==> src/rtl/lsu.sv <==
// Load/store unit: single-request FSM between the pipeline and a word-wide data memory.
// Sub-word stores are done as read-modify-write; loads are lane-extracted and extended.
module lsu #(
    parameter int unsigned ADDR_W = 32
) (
    input  logic              clk,
    input  logic              rst,
    input  logic              req_valid,
    output logic              req_ready,
    input  logic              req_we,
    input  logic [1:0]        req_size,
    input  logic              req_unsigned,
    input  logic [ADDR_W-1:0] req_addr,
    input  logic [31:0]       req_wdata,
    output logic              resp_valid,
    output logic [31:0]       resp_rdata,
    output logic              resp_err,
    output logic [ADDR_W-1:0] dm_addr,
    output logic              dm_ctrl_r,
    output logic              dm_ctrl_w,
    output logic [31:0]       dm_wdata,
    input  logic [31:0]       dm_rdata
);

    typedef enum logic [1:0] {IDLE, RD, WR, RESP} state_e;

    state_e      state_q;
    logic        we_q;
    logic        uns_q;
    logic [1:0]  size_q;
    logic [1:0]  off_q;
    logic [15:0] wdata_q;

    logic        err_c;
    logic [7:0]  byte_c;
    logic [15:0] half_c;
    logic [31:0] merge_c;
    logic [31:0] load_c;

    // Illegal size or address not aligned to the access size.
    always_comb begin
        err_c = (req_size == 2'b11)
              | ((req_size == 2'b01) & req_addr[0])
              | ((req_size == 2'b10) & (req_addr[1:0] != 2'b00));
    end

    // Lane extraction and merge, both working on the word read from dm in RD.
    always_comb begin
        byte_c  = dm_rdata[{off_q, 3'b000} +: 8];
        half_c  = dm_rdata[{off_q[1], 4'b0000} +: 16];
        merge_c = dm_rdata;
        load_c  = dm_rdata;
        case (size_q)
            2'b00: begin
                merge_c[{off_q, 3'b000} +: 8] = wdata_q[7:0];
                load_c = {{24{byte_c[7] & ~uns_q}}, byte_c};
            end
            2'b01: begin
                merge_c[{off_q[1], 4'b0000} +: 16] = wdata_q;
                load_c = {{16{half_c[15] & ~uns_q}}, half_c};
            end
            default: ;
        endcase
    end

    // The dm_wdata register doubles as the word buffer captured at the end of RD.
    always_ff @(posedge clk or posedge rst) begin
        if (rst) begin
            state_q    <= IDLE;
            req_ready  <= 1'b1;
            resp_valid <= 1'b0;
            resp_err   <= 1'b0;
            resp_rdata <= 32'h0;
            dm_ctrl_r  <= 1'b0;
            dm_ctrl_w  <= 1'b0;
            dm_addr    <= '0;
            dm_wdata   <= 32'h0;
            we_q       <= 1'b0;
            uns_q      <= 1'b0;
            size_q     <= 2'b00;
            off_q      <= 2'b00;
            wdata_q    <= 16'h0;
        end else begin
            resp_valid <= 1'b0;
            dm_ctrl_r  <= 1'b0;
            dm_ctrl_w  <= 1'b0;
            case (state_q)
                IDLE: begin
                    if (req_valid) begin
                        we_q      <= req_we;
                        uns_q     <= req_unsigned;
                        size_q    <= req_size;
                        off_q     <= req_addr[1:0];
                        wdata_q   <= req_wdata[15:0];
                        dm_addr   <= {2'b00, req_addr[ADDR_W-1:2]};
                        req_ready <= 1'b0;
                        if (err_c) begin
                            state_q    <= RESP;
                            resp_valid <= 1'b1;
                            resp_err   <= 1'b1;
                            resp_rdata <= 32'h0;
                        end else if (req_we && (req_size == 2'b10)) begin
                            state_q   <= WR;
                            dm_ctrl_w <= 1'b1;
                            dm_wdata  <= req_wdata;
                        end else begin
                            state_q   <= RD;
                            dm_ctrl_r <= 1'b1;
                        end
                    end
                end
                RD: begin
                    if (we_q) begin
                        state_q   <= WR;
                        dm_ctrl_w <= 1'b1;
                        dm_wdata  <= merge_c;
                    end else begin
                        state_q    <= RESP;
                        resp_valid <= 1'b1;
                        resp_err   <= 1'b0;
                        resp_rdata <= load_c;
                    end
                end
                WR: begin
                    state_q    <= RESP;
                    resp_valid <= 1'b1;
                    resp_err   <= 1'b0;
                    resp_rdata <= 32'h0;
                end
                RESP: begin
                    state_q   <= IDLE;
                    req_ready <= 1'b1;
                end
                default: begin
                    state_q   <= IDLE;
                    req_ready <= 1'b1;
                end
            endcase
        end
    end

endmodule

==> config.mk <==
export PLATFORM = sky130hd
export DESIGN_NAME = lsu
export DESIGN_NICKNAME = d
export VERILOG_FILES = /design/src/rtl/lsu.sv
export SDC_FILE = /design/constraint.sdc
export NUM_CORES = 1
export LEC_CHECK = 0
export ABC_AREA = 1
export BUFFER_PORTS_ARGS = -buffer_cell sky130_fd_sc_hd__buf_2
export CAP_MARGIN = 15
export CELL_PAD_IN_SITES_DETAIL_PLACEMENT = 0
export CELL_PAD_IN_SITES_GLOBAL_PLACEMENT = 2
export CORE_MARGIN = 2
export CORE_UTILIZATION = 28
export CTS_CLUSTER_DIAMETER = 40
export CTS_CLUSTER_SIZE = 10
export DETAILED_ROUTE_END_ITERATION = 6
export PLACE_DENSITY_LB_ADDON = 0.1
export SLEW_MARGIN = 30
export SYNTH_ARGS = -nofsm -noshare
export SYNTH_HDL_FRONTEND = slang
export SYNTH_SLANG_ARGS = --single-unit
==> constraint.sdc <==
create_clock -name clk -period 5.25 [get_ports clk]
set_clock_uncertainty 0.1 [all_clocks]
set_input_delay 0.7875 -clock clk [delete_from_list [all_inputs] [get_ports clk]]
set_output_delay 0.7875 -clock clk [all_outputs]
set_load 0.03 [all_outputs]
======== After elaboration in Yosys (flattened, before gate mapping) ========
Index checks and enable logic that the tools add are counted.
storage, ports and cells
  input port bits ......................... 103
  output and inout port bits .............. 101
  logic and storage cells ................. 90
  register bits ........................... 123
operators by class
  muxes and demuxes ....................... 37
  reduce and logical (&&, ||, !) cells .... 11
  equality and inequality tests ........... 13
  bitwise gates (word level) .............. 7
  shift operators ......................... 6
  $add $sub $neg .......................... 2
operator list
  cell                                                                      number
  32-bit 2-to-1 mux                                                         7
  32-bit one-hot mux with 2 select lines                                    3
  32-bit one-hot mux with 3 select lines                                    1
  32-bit bitwise mux                                                        2
  16-bit by 7-bit variable shift with 32-bit output (first input constant)  1
  8-bit by 7-bit variable shift with 32-bit output (first input constant)   1
  16-bit by 7-bit variable part select with 32-bit output                   1
  32-bit by 6-bit variable part select with 16-bit output                   1
  32-bit by 6-bit variable part select with 8-bit output                    1
  8-bit by 7-bit variable part select with 32-bit output                    1
  1-bit 2-to-1 mux                                                          16
  5-bit negation with 7-bit output                                          2
  2-bit != test (second input constant)                                     6
  2-bit equality test (second input constant)                               4
  2-bit one-hot mux with 4 select lines                                     1
  2-bit by 1-bit equality test with 1-bit output (second input constant)    3
  2-bit 2-to-1 mux                                                          3
  1-bit one-hot mux with 3 select lines                                     2
  2-bit nonzero test                                                        3
  5-bit AND reduction                                                       1
  1-bit AND                                                                 4
  2-bit zero test                                                           2
  1-bit one-hot mux with 2 select lines                                     2
  2-bit AND reduction                                                       2
  other kinds (5)                                                           6

======== Depth between registers and ports, before layout ========
Gate-level depths: netlist of run 1.
  depth in word-level cells ............... 7
  depth in mapped cells ................... 12
  depth with buffers taken out ............ 10

======== Worst setup path after synthesis of run 1 ========
Ideal clock, no wire load.
  kind .................................... register to register
  from .................................... register off_q[1]
  to ...................................... register dm_wdata[14]
  required time ........................... 5.033 ns
  slack ................................... 3.230 ns
  path buffers ............................ 2
  stages on the path, launching flop included .. 11
  clock period less this slack ............ 2.020 ns
  arrival ................................. 1.803 ns
  setup time .............................. 0.117 ns
  cells stage by stage .................... dfrtp_1 buf_4 clkinv_1 ha_1 inv_1 clkbuf_1 o21ai_0 nand2_1 nand3_1 nand2_1 nand2_1
between the ends
  longest elaborated chain between the ends .. 6
  elaborated cells on any way between the ends .. 11
  those cells by class .................... add/sub: 2; shift: 4; mux: 5
ends and longest elaborated chain
  item                                                                                   line    RTL
  start: declaration                                                                     31      logic [1:0] off_q;
  start signal: assignment                                                               93      off_q <= req_addr[1:0];
  5-bit negation with 7-bit output, on equally long branches                             59, 55
  16-bit by 7-bit variable part select with 32-bit output, or another cell as far along  59      merge_c[{off_q[1], 4'b0000} +: 16] = wdata_q;
  32-bit bitwise mux, on equally long branches                                           59, 55
  32-bit one-hot mux with 2 select lines (*)                                             53      case (size_q)
  32-bit 2-to-1 mux (*)                                                                  113     if (we_q) begin
  32-bit one-hot mux with 2 select lines (*)                                             87      case (state_q)
  end signal: assignment                                                                 105     dm_wdata <= req_wdata;
  end signal: assignment                                                                 116     dm_wdata <= merge_c;
  end: declaration                                                                       21      output logic [31:0] dm_wdata,
Every way passes the cells marked *; elsewhere a longest branch is shown, timed or not. The select of a mux whose other input is x is not followed.
A chain may end at the register's enable or synchronous reset.

======== Worst setup path in the final report of run 1 ========
  from .................................... register off_q[0]
  to ...................................... register dm_wdata[7]
between the ends
  longest elaborated chain between the ends .. 6
  elaborated cells on any way between the ends .. 7
  those cells by class .................... add/sub: 1; shift: 2; mux: 4
ends and longest elaborated chain
  item                                                                                                                               line  RTL
  5-bit negation with 7-bit output (*)                                                                                               55    merge_c[{off_q, 3'b000} +: 8] = wdata_q[7:0];
  8-bit by 7-bit variable part select with 32-bit output / 8-bit by 7-bit variable shift with 32-bit output (equally long branches)  55
  32-bit bitwise mux (*)                                                                                                             55
  32-bit one-hot mux with 2 select lines (*)                                                                                         53
  32-bit 2-to-1 mux (*)                                                                                                              113
  32-bit one-hot mux with 2 select lines (*)                                                                                         87
Marks and branches as above.

==> results of run 1 <==
## power by group through the flow
stage	Combinational (W)	Clock [W]	Sequential, W
2_1_floorplan	0.00182	0	0.00227
3_3_place_gp	0.00347	0	0.00172
3_5_place_dp	0.00348	0	0.00171
4_1_cts	0.00349	0.00117	0.00171
5_1_grt	0.00384	0.00120	0.00176
6_report	0.00345	0.00113	0.00170
## metrics by stage
| step | util (%) | std cells |
|---|---|---|
| final | 36.1 | 1561 |
| after floorplan | - | 1050 |
| after global routing | 36.1 | 1561 |
| after global placement | 33.8 | 1529 |
| after CTS | 36.1 | 1561 |
| after detailed placement | 33.8 | 1529 |
## cells by family (layout without fill, tap and decap cells)
family / after synthesis / in the layout / synth area share (%)
buffers and inverters: 132 / 319 / 7.49
AOI/OAI and AO/OA: 161 / 161 / 11.8
adders and majority gates: 9 / 9 / 1.61
and+or+nand+nor: 623 / 623 / 35.0
other: 1 / 2 / 0.0537
DFF: 123 / 123 / 44.1
## final cells by class
class                      count  share of cell area [%]
multi-input combinational    795                    38.6
sequential                   123                    35.0
timing repair buffer         207                    12.1
clock buffer                  18                    4.99
tap                          324                    4.61
inverter                      80                    3.44
clock inverter                14                    1.27
## final timing paths
kind                            slack, ns  cells after the start                       to               startpoint
min in group asynchronous            0.39                      2     resp_valid$_DFF_PP0_                      rst
max in group asynchronous            3.77                      3   wdata_q[3]$_DFFE_PP0P_                      rst
worst min-delay path                 0.37                      2  dm_wdata[9]$_DFFE_PP0P_  dm_wdata[9]$_DFFE_PP0P_
worst max register to register       2.09                      9  dm_wdata[7]$_DFFE_PP0P_     off_q[0]$_DFFE_PP0P_
worst max-delay path                 2.09                      9  dm_wdata[7]$_DFFE_PP0P_     off_q[0]$_DFFE_PP0P_
worst min register to register       0.37                      2  dm_wdata[9]$_DFFE_PP0P_  dm_wdata[9]$_DFFE_PP0P_
## synth_stat cells (3+ instances only)
master and instances:
nand2_1 431, nand4_1 10, clkbuf_1 32, nand3_1 50, nand2_2 3, clkinv_1 5
ha_1 9, buf_1 6, buf_4 4, inv_2 3, inv_1 72, nor2_1 126
o21ai_0 85, a21oi_1 69, buf_2 10, dfrtp_1 122, o211ai_1 3
## critical path, stage by stage, from the launching register on
cell and delay [ns]:
dfrtp_1 0.80, clkinv_1 0.55, ha_1 0.56, inv_1 0.36, nand2_1 0.20, o21ai_0 0.21
nand2_1 0.07, nand2_1 0.09, nand3_1 0.07, nand2_1 0.06
## placed cells by master (no fill, tap or decap), drive strengths merged
cell      Yosys  final
o21ai        86     86
a22oi         1      1
nor2        127    127
nand2       434    434
dfrtp       122    122
o211ai        3      3
nand3        51     51
ha            9      9
o31ai         1      1
buf          20    207
dfstp         1      1
clkbuf       32     18
clkinvlp      0      5
nand4        10     10
conb          1      2
clkinv        5      9
or2           1      1
a22o          1      1
inv          75     80
a21oi        69     69
## sequential cells by signal, summed over array words and instances, names as in the netlist, 2 cells and up
| signal | count |
|---|---|
| resp_rdata | 32 |
| size_q | 2 |
| dm_addr | 30 |
| off_q | 2 |
| state_q | 2 |
| dm_wdata | 32 |
| wdata_q | 16 |
## routing by layer
layer / vias up / track usage (%) / wire (µm)
li1: 3638 / - / -
met1: 3351 / 28.7 / 12600
met2: 229 / 32.6 / 12300
met3: 25 / 3.55 / 1520
met4: 0 / 6.23 / 495
met5: - / 0 / 0
==> results.ini, run 1 <==
[placement]
post-dp-hpwl_mm = 19.4
place_area_um2 = 8250
gp_congestion = 0.858
io_buffer_count = 201
pre_cts_slack_ns = 2.19

[synthesis]
synth.distinct_cells = 26
synth_edf_count = 0
ys_top_cells_by_area = dfrtp_1, nand2_1, nor2_1
synth_top_cell_by_area = dfrtp_1
seq_area_frac_synth_pct = 44.1
synth_top_area_share_pct = 43.7
synthCells = 1049
netlist_area_um2 = 6990
yosysWarnings = 0
ys_ff_latch = 123
avgSynthCellArea_um2 = 6.66
synthArstFlopShare_pct = 100
ys.flop_type = dfrtp_1

[floorplanning]
core_area_um2 = 24400
row_count = 57
die_area_um2 = 26200
initial_utilization_pct = 28.6
ios = 204
die-width_um = 162
die_y_um = 162

[sta]
layout_setup_ws_ns = 2.09
setup_tns_ns = 0
hold_ws_ns = 0.373
max_freq_ghz = 0.317
maxSlewHeadroom_pct = 44.2
worstMarginPinSlew_ns = 0.834
setup_viol = 0
final_max_slew_viol_count = 0
fin_crit_sh_pct = 60.2
rsz0062_at_grt = false
period_needed_ns = 3.16
hold_viol = 0

[finish]
final_area_um2 = 8800
nets = 1336
drive_gt1_share_pct = 20.4
syn_to_final_growth_pct = 26.0
seq_area_um2 = 3080
n_fill_cell = 2747
antenna_cells = 0
multi_input_area_um2 = 3400

[global_routing]
grt_pass1_wl_mm = 41.4
antenna_found_initial = 0
grt_start_max_net_pins = 73
grt_use_total_pct = 20.6
overflow = 0
grt_pass1_vias = 7056

[clock_tree]
cts_tree = yes
hold_buffers = 0
clock_latency_ns = 0.43
root_buffer = clkbuf_16
postCtsResizedCells = 0
post-cts-setup-buffers = 0
htreeDepth = 4
cts.sink_count = 123
clkTransAtPathRegs_ns = 0.07
cts_made_buffers = 17
clk_path_buf_depth = 2

[routing]
routed_wl_mm = 26.9
dr.first_iter.drc_count = 682
wl_per_cell_um = 17.2
drc = 0
ant_nets = 0
via_per_inst = 4.64
first_pass_iters = 5
vias = 7243

[critical_path]
end_kind = flop
cp.arrival_ns = 3.42
required_ns = 5.51
worstSetupPathType = reg2reg
crit_fanout = 23
critPathLaunchType = flop

[outcome]
status = finished, final reports clean

[run]
maxCapViolations = 0

[power]
p_per_area_nw_per_um2 = 713
switchingPower_w = 0.00335
ir_drop_mv = 0.223
switching_share_pct = 53.4
power_frac_clock_pct = 18.0
p_int_w = 0.00293
sequentialPowerShare_pct = 27.2
leakage_nw = 4.88
finalPower_w = 0.00628
power_frac_comb_pct = 54.9

[min_path]
worstHoldPathType = reg2reg

No activity file was read; power rests on OpenSTA's default activity.
==> run 2: changes to the inputs <==
- CORE_UTILIZATION: 28 -> 25
- clock period: 5.25 -> 2.6 ns (I/O delays scaled with it)
==> run 2 against run 1 <==
Critical path depth increased by 1. Routed wire length grew 4.2%. Design area is 2.7% higher. Maximum frequency rose by 47%. Cell count grew 4.4%. Global-route usage shrank 1.1 points. Sequential share of layout area fell by 0.91 points. Via count down 0.23%. Total power up 110%. Combinational power rose by 110%. Non-clock buffer count grew 15. Clock power is 110% higher. Critical path type unchanged. Highest routed layer unchanged.
==> results.ini, run 2 (synthesis results as in run 1) <==
[outcome]
status = finished, final reports clean

[floorplanning]
initial_utilization_pct = 25.3  ; -3.4 points
die_area_um2 = 29300  ; +12%
row_count = 61  ; +7.0%
die_y_um = 171  ; +5.7%
ios = 204  ; unchanged
core_area_um2 = 27600  ; +13%
die-width_um = 171  ; +5.7%

[power]
p_per_area_nw_per_um2 = 1440  ; +100%
leakage_nw = 4.97  ; +1.9%
ir_drop_mv = 0.443  ; +99%

[sta]
maxSlewHeadroom_pct = 49.3  ; +5.1 points
rsz0062_at_grt = false
worstMarginPinSlew_ns = 0.758  ; -0.0761 ns
setup_viol = 0  ; unchanged
period_needed_ns = 2.16  ; -1.00 ns
max_freq_ghz = 0.464  ; +47%
fin_crit_sh_pct = 82.9  ; +23 points
setup_tns_ns = 0  ; unchanged
layout_setup_ws_ns = 0.445  ; -1.65 ns
hold_ws_ns = 0.0520  ; -0.321 ns
hold_viol = 0  ; unchanged
final_max_slew_viol_count = 0  ; unchanged

[routing]
drc = 0  ; unchanged
routed_wl_mm = 28.0  ; +4.2%
vias = 7226  ; -0.23%
first_pass_iters = 4  ; -1
via_per_inst = 4.43  ; -4.5%
dr.first_iter.drc_count = 482  ; -29%
wl_per_cell_um = 17.2  ; -0.21%
ant_nets = 0  ; unchanged

[clock_tree]
cts.sink_count = 123  ; unchanged
clk_path_buf_depth = 2  ; unchanged
postCtsResizedCells = 0  ; unchanged
htreeDepth = 4  ; unchanged
root_buffer = clkbuf_16
clock_latency_ns = 0.42  ; about the same
cts_made_buffers = 17  ; unchanged
cts_tree = yes
clkTransAtPathRegs_ns = 0.07  ; about the same

[global_routing]
met3_usage_pct = 3.68  ; +0.13 points
met1_usage_pct = 27.2  ; -1.5 points
grt_pass1_wl_mm = 42.8  ; +3.3%
grt_use_total_pct = 19.5  ; -1.1 points
grt_pass1_vias = 7033  ; -0.33%
busiest_layer = met2
grt_util_met2_pct = 31.3  ; -1.3 points
grt_start_max_net_pins = 56  ; -23%
antenna_found_initial = 0  ; unchanged
overflow = 0  ; unchanged

[critical_path]
critPathLaunchType = flop
max_stage_delay_ns = 0.38  ; -0.42 ns
worstSetupPathType = reg2reg
required_ns = 2.87  ; -2.64 ns
critPathBufInv = 2  ; unchanged
cp_cell_sequence = buf_4 -> nor2_2 -> nand2_1 -> nand2_2 -> inv_1 -> nor2_1 -> nor2_1 -> nand2_1 -> nand2_1 -> nand2_1
cp_common_cell = nand2_1
crit_fanout = 31  ; +35%
end_kind = flop
crit_path_top_delay_cell = dfrtp_1
crit_family = simple AND/OR/NAND/NOR gates
cp.arrival_ns = 2.42  ; -1.00 ns

[finish]
mostFrequentLayoutCells = nand2_1, buf_2, nor2_1, dfrtp_1, o21ai_0
syn_to_final_growth_pct = 29.3
antenna_cells = 0  ; unchanged
final_area_um2 = 9030  ; +2.7%
nets = 1351  ; +1.1%
final_common_cell = nand2_1
reg_top3 = dm_wdata (32), resp_rdata (32), dm_addr (30)
n_fill_cell = 3168  ; +15%
drive_gt1_share_pct = 21.2  ; +0.79 points
finish.utilization_pct = 32.7  ; -3.4 points

[placement]
pre_cts_slack_ns = 0.404  ; -1.79 ns
io_buffer_count = 201  ; unchanged
post-dp-hpwl_mm = 21.0  ; +7.9%
gp_congestion = 0.850  ; -0.93%
place_area_um2 = 8440  ; +2.4%

[min_path]
worstHoldPathType = in2reg

[run]
maxCapViolations = 0  ; unchanged

## run 2: changes by cell type in the layout (fill, tap and decap cells not counted), sizes merged
cell	change
bufinv	+1
buf	+14
clkinv	-1
clkbuf	+1
clkinvlp	-1
dlygate4sd3	+1
## run 2: worst paths after layout
kind,from,endpoint,slack [ns],cells after the start
setup / recovery,off_q[1]$_DFFE_PP0P_,dm_wdata[25]$_DFFE_PP0P_,0.44,10
max in group asynchronous,rst,dm_addr[26]$_DFFE_PP0P_,1.32,4
min in group asynchronous,rst,dm_addr[4]$_DFFE_PP0P_,0.39,3
hold / removal,req_addr[18],dm_addr[16]$_DFFE_PP0P_,0.05,3
setup reg to reg,off_q[1]$_DFFE_PP0P_,dm_wdata[25]$_DFFE_PP0P_,0.44,10
hold reg to reg,dm_wdata[21]$_DFFE_PP0P_,dm_wdata[21]$_DFFE_PP0P_,0.37,2
## run 2: metal layers
layer,routed length (µm),vias up
met3,1420,16
li1,-,3672
met4,293,0
met5,0,-
met2,12800,190
met1,13500,3348
## run 2: power breakdown
group          switching (W)  internal (W)  total (W)
Sequential          0.000641       0.00279    0.00343
Combinational        0.00519       0.00200    0.00719
Clock                0.00101       0.00139    0.00240
## run 2: final cells by class
| cell class | count | area [µm²] | share of cell area, % |
|---|---|---|---|
| Multi-Input combinational cell | 795 | 3390 | 37.5 |
| Sequential cell | 123 | 3080 | 34.1 |
| Timing Repair Buffer | 222 | 1200 | 13.3 |
| Tap cell | 378 | 473 | 5.23 |
| Clock buffer | 19 | 453 | 5.01 |
| Inverter | 80 | 304 | 3.37 |
| Clock inverter | 13 | 130 | 1.44 |
## run 2: timing repair
item / 4_1_cts / 5_1_grt
buffers inserted: 0 / 0
hold buffers: 1 / 0
hold endpoints to repair: 11 / 0
## run 2: stage by stage
| stage | instances | total power, W |
|---|---|---|
| 2_1_floorplan | 1050 | 0.00827 |
| 3_3_place_gp | 1597 | 0.0107 |
| 3_5_place_dp | 1597 | 0.0107 |
| 4_1_cts | 1630 | 0.0132 |
| 5_1_grt | 1630 | 0.0142 |
| 6_report | 1630 | 0.0130 |
## run 2: tightest hold or removal path, delay by kind of cell
family,cells,cell delay [ns]
and+or+nand+nor,2,0.08
buffers and inverters,1,0.07
==> run 3: changes to the inputs <==
- CORE_UTILIZATION: 25 -> 28
- clock period: 2.6 -> 2.2 ns (I/O delays scaled with it)
==> run 3 against run 2 <==
Sequential power increased by 17%. Clock power rose by 25%. Via count rose by 1.3%. Design area is 4.0% higher. Worst hold slack got worse by 0.027 ns. Critical path depth down 3. Critical endpoint is now dm_wdata[12]$_DFFE_PP0P_.
==> results.ini, run 3 (synthesis results as in run 1) <==
[critical_path]
r2r_start = size_q[1]$_DFFE_PP0P_
required_ns = 2.45  ; -0.42 ns
critPathBufInv = 1  ; -1
critPathLaunchType = flop
worstSetupPathType = reg2reg
max_stage_delay_ns = 0.57  ; +0.19 ns
crit_family = simple AND/OR/NAND/NOR gates
cp_cell_sequence = nor2_2 -> buf_4 -> nor2_1 -> a21oi_1 -> nand3_1 -> nand2_1 -> nand2_1
crit_path_top_delay_cell = dfrtp_1
cp.arrival_ns = 2.23  ; -0.19 ns
crit_fanout = 12  ; -61%
end_kind = flop
worstReg2RegEnd = dm_wdata[12]$_DFFE_PP0P_
r2r_cells = 7  ; -3
ff2ff_setup_slack_ns = 0.22  ; -0.22 ns
cp_common_cell = nand2_1

[global_routing]
grt_pass1_wl_mm = 41.1  ; -3.9%
grt_start_max_net_pins = 56  ; unchanged
grt_pass1_vias = 7085  ; +0.74%
overflow = 0  ; unchanged
grt_use_total_pct = 20.4  ; +0.94 points
antenna_found_initial = 0  ; unchanged

[finish]
drive_gt1_share_pct = 21.4  ; +0.26 points
mostFrequentLayoutCells = nand2_1, buf_2, nor2_1, dfrtp_1, o21ai_0
final_common_cell = nand2_1
n_fill_cell = 2717  ; -14%
nets = 1392  ; +3.0%
syn_to_final_growth_pct = 34.6
final_area_um2 = 9400  ; +4.0%
reg_top3 = dm_wdata (32), resp_rdata (32), dm_addr (30)
antenna_cells = 0  ; unchanged

[power]
power_frac_clock_pct = 19.2  ; +0.8 points
ir_drop_mv = 0.558  ; +26%
p_int_w = 0.00771  ; +25%
sequentialPowerShare_pct = 25.7  ; -0.6 points
leakage_nw = 5.17  ; +4.1%
p_per_area_nw_per_um2 = 1660  ; +15%
switchingPower_w = 0.00791  ; +16%
switching_share_pct = 50.6  ; -1.9 points
power_frac_comb_pct = 55.1  ; about the same

[floorplanning]
initial_utilization_pct = 28.6  ; +3.4 points
ios = 204  ; unchanged
row_count = 57  ; -6.6%
core_area_um2 = 24400  ; -12%
die_area_um2 = 26200  ; -10%
die_y_um = 162  ; -5.4%
die-width_um = 162  ; -5.4%

[routing]
wl_per_cell_um = 16.3  ; -4.9%
via_per_inst = 4.53  ; +2.2%
routed_wl_mm = 26.4  ; -5.7%
dr.first_iter.drc_count = 411  ; -15%
ant_nets = 0  ; unchanged
first_pass_iters = 5  ; +1
vias = 7323  ; +1.3%
drc = 0  ; unchanged

[outcome]
status = finished, final reports clean

[min_path]
min_to = dm_addr[22]$_DFFE_PP0P_
worstHoldPathType = in2reg
hold_start = req_addr[24]
holdPathStages = 3  ; unchanged

[placement]
place_area_um2 = 8480  ; +0.41%
post-dp-hpwl_mm = 20.1  ; -4.2%
gp_congestion = 0.896  ; +5.4%
io_buffer_count = 201  ; unchanged

[sta]
rsz0062_at_grt = false
worstMarginPinSlew_ns = 0.660  ; -0.0971 ns
period_needed_ns = 1.98  ; -0.178 ns
hold_ws_ns = 0.0254  ; -0.0266 ns
max_freq_ghz = 0.506  ; +9.0%
setup_tns_ns = 0  ; unchanged
maxSlewHeadroom_pct = 55.8  ; +6.5 points
final_max_slew_viol_count = 0  ; unchanged
fin_crit_sh_pct = 89.9  ; +7.0 points
setup_viol = 0  ; unchanged
hold_viol = 0  ; unchanged

[clock_tree]
root_buffer = clkbuf_16
clock_latency_ns = 0.42  ; about the same
clk_path_buf_depth = 2  ; unchanged
htreeDepth = 4  ; unchanged
cts.sink_count = 123  ; unchanged
cts_tree = yes
cts_made_buffers = 17  ; unchanged
clkTransAtPathRegs_ns = 0.06  ; about the same

[run]
maxCapViolations = 0  ; unchanged

run 3: cell types whose count changed in the layout (fill, tap and decap cells not counted), sizes merged:
cell | previous run | this run
dlygate4sd3 | 1 | 30
buf | 221 | 233
bufinv | 1 | 3
clkbuf | 19 | 18
clkinv | 8 | 9
clkinvlp | 4 | 3
inv | 80 | 79
run 3: per-layer routing:
metal / part of all wire [%] / GRT usage (%) / vias to the layer above
met2: 46 / 32.8 / 208
li1: - / - / 3763
met5: 0 / 0 / -
met4: 1.4 / 5.27 / 0
met1: 48 / 28.4 / 3331
met3: 4.9 / 3.60 / 21
run 3: what timing repair did:
item / CTS / global route
hold buffers: 30 / 0
hold endpoints to repair: 49 / 0
setup buffers: 0 / 0
resized for setup: 0 / 0
run 3: how the worst max path moves through the flow:
stage                     slack, ns  cells after the start                         to                    from
after floorplan                0.18                     10   dm_wdata[14]$_DFFE_PP0P_    off_q[1]$_DFFE_PP0P_
after global routing           0.05                      9  resp_rdata[2]$_DFFE_PP0P_  state_q[1]$_DFFE_PP0N_
after CTS                      0.21                      7   dm_wdata[11]$_DFFE_PP0P_   size_q[1]$_DFFE_PP0P_
final                          0.22                      7   dm_wdata[12]$_DFFE_PP0P_   size_q[1]$_DFFE_PP0P_
after detailed placement       0.23                      7   dm_wdata[11]$_DFFE_PP0P_   size_q[1]$_DFFE_PP0P_
after global placement         0.21                      7       off_q[1]$_DFFE_PP0P_  state_q[1]$_DFFE_PP0N_
run 3: final cells by class:
type / count / area, µm² / area share [%]
sequential: 123 / 3080 / 32.8
timing repair buffer: 263 / 1600 / 17.0
clock inverter: 14 / 183 / 1.94
tap: 324 / 405 / 4.31
inverter: 80 / 304 / 3.23
clock buffer: 18 / 439 / 4.67
multi-input combinational: 795 / 3390 / 36.1
run 3: power by group through the flow:
stage / Sequential (W) / Combinational (W) / Clock [W]
after floorplan: 0.00542 / 0.00435 / 0
after CTS: 0.00402 / 0.00872 / 0.00310
after global routing: 0.00413 / 0.00965 / 0.00320
final: 0.00402 / 0.00860 / 0.00301
after global placement: 0.00403 / 0.00868 / 0
after detailed placement: 0.00403 / 0.00865 / 0
run 3: worst min-delay path, cell delays in order:
cell and delay, ns:
buf_2 0.08, nand2_1 0.05, nand2_1 0.05
run 3: stage by stage:
stage / worst slack (ns) / std cells / utilization, % / power [W]
final: 0.223 / 1617 / 38.5 / 0.0156
after global routing: 0.0469 / 1617 / 38.5 / 0.0170
after CTS: 0.211 / 1617 / 38.5 / 0.0158
after detailed placement: 0.230 / 1555 / 34.8 / 0.0127
after global placement: 0.212 / 1555 / 34.8 / 0.0127
after floorplan: 0.180 / 1050 / - / 0.00977
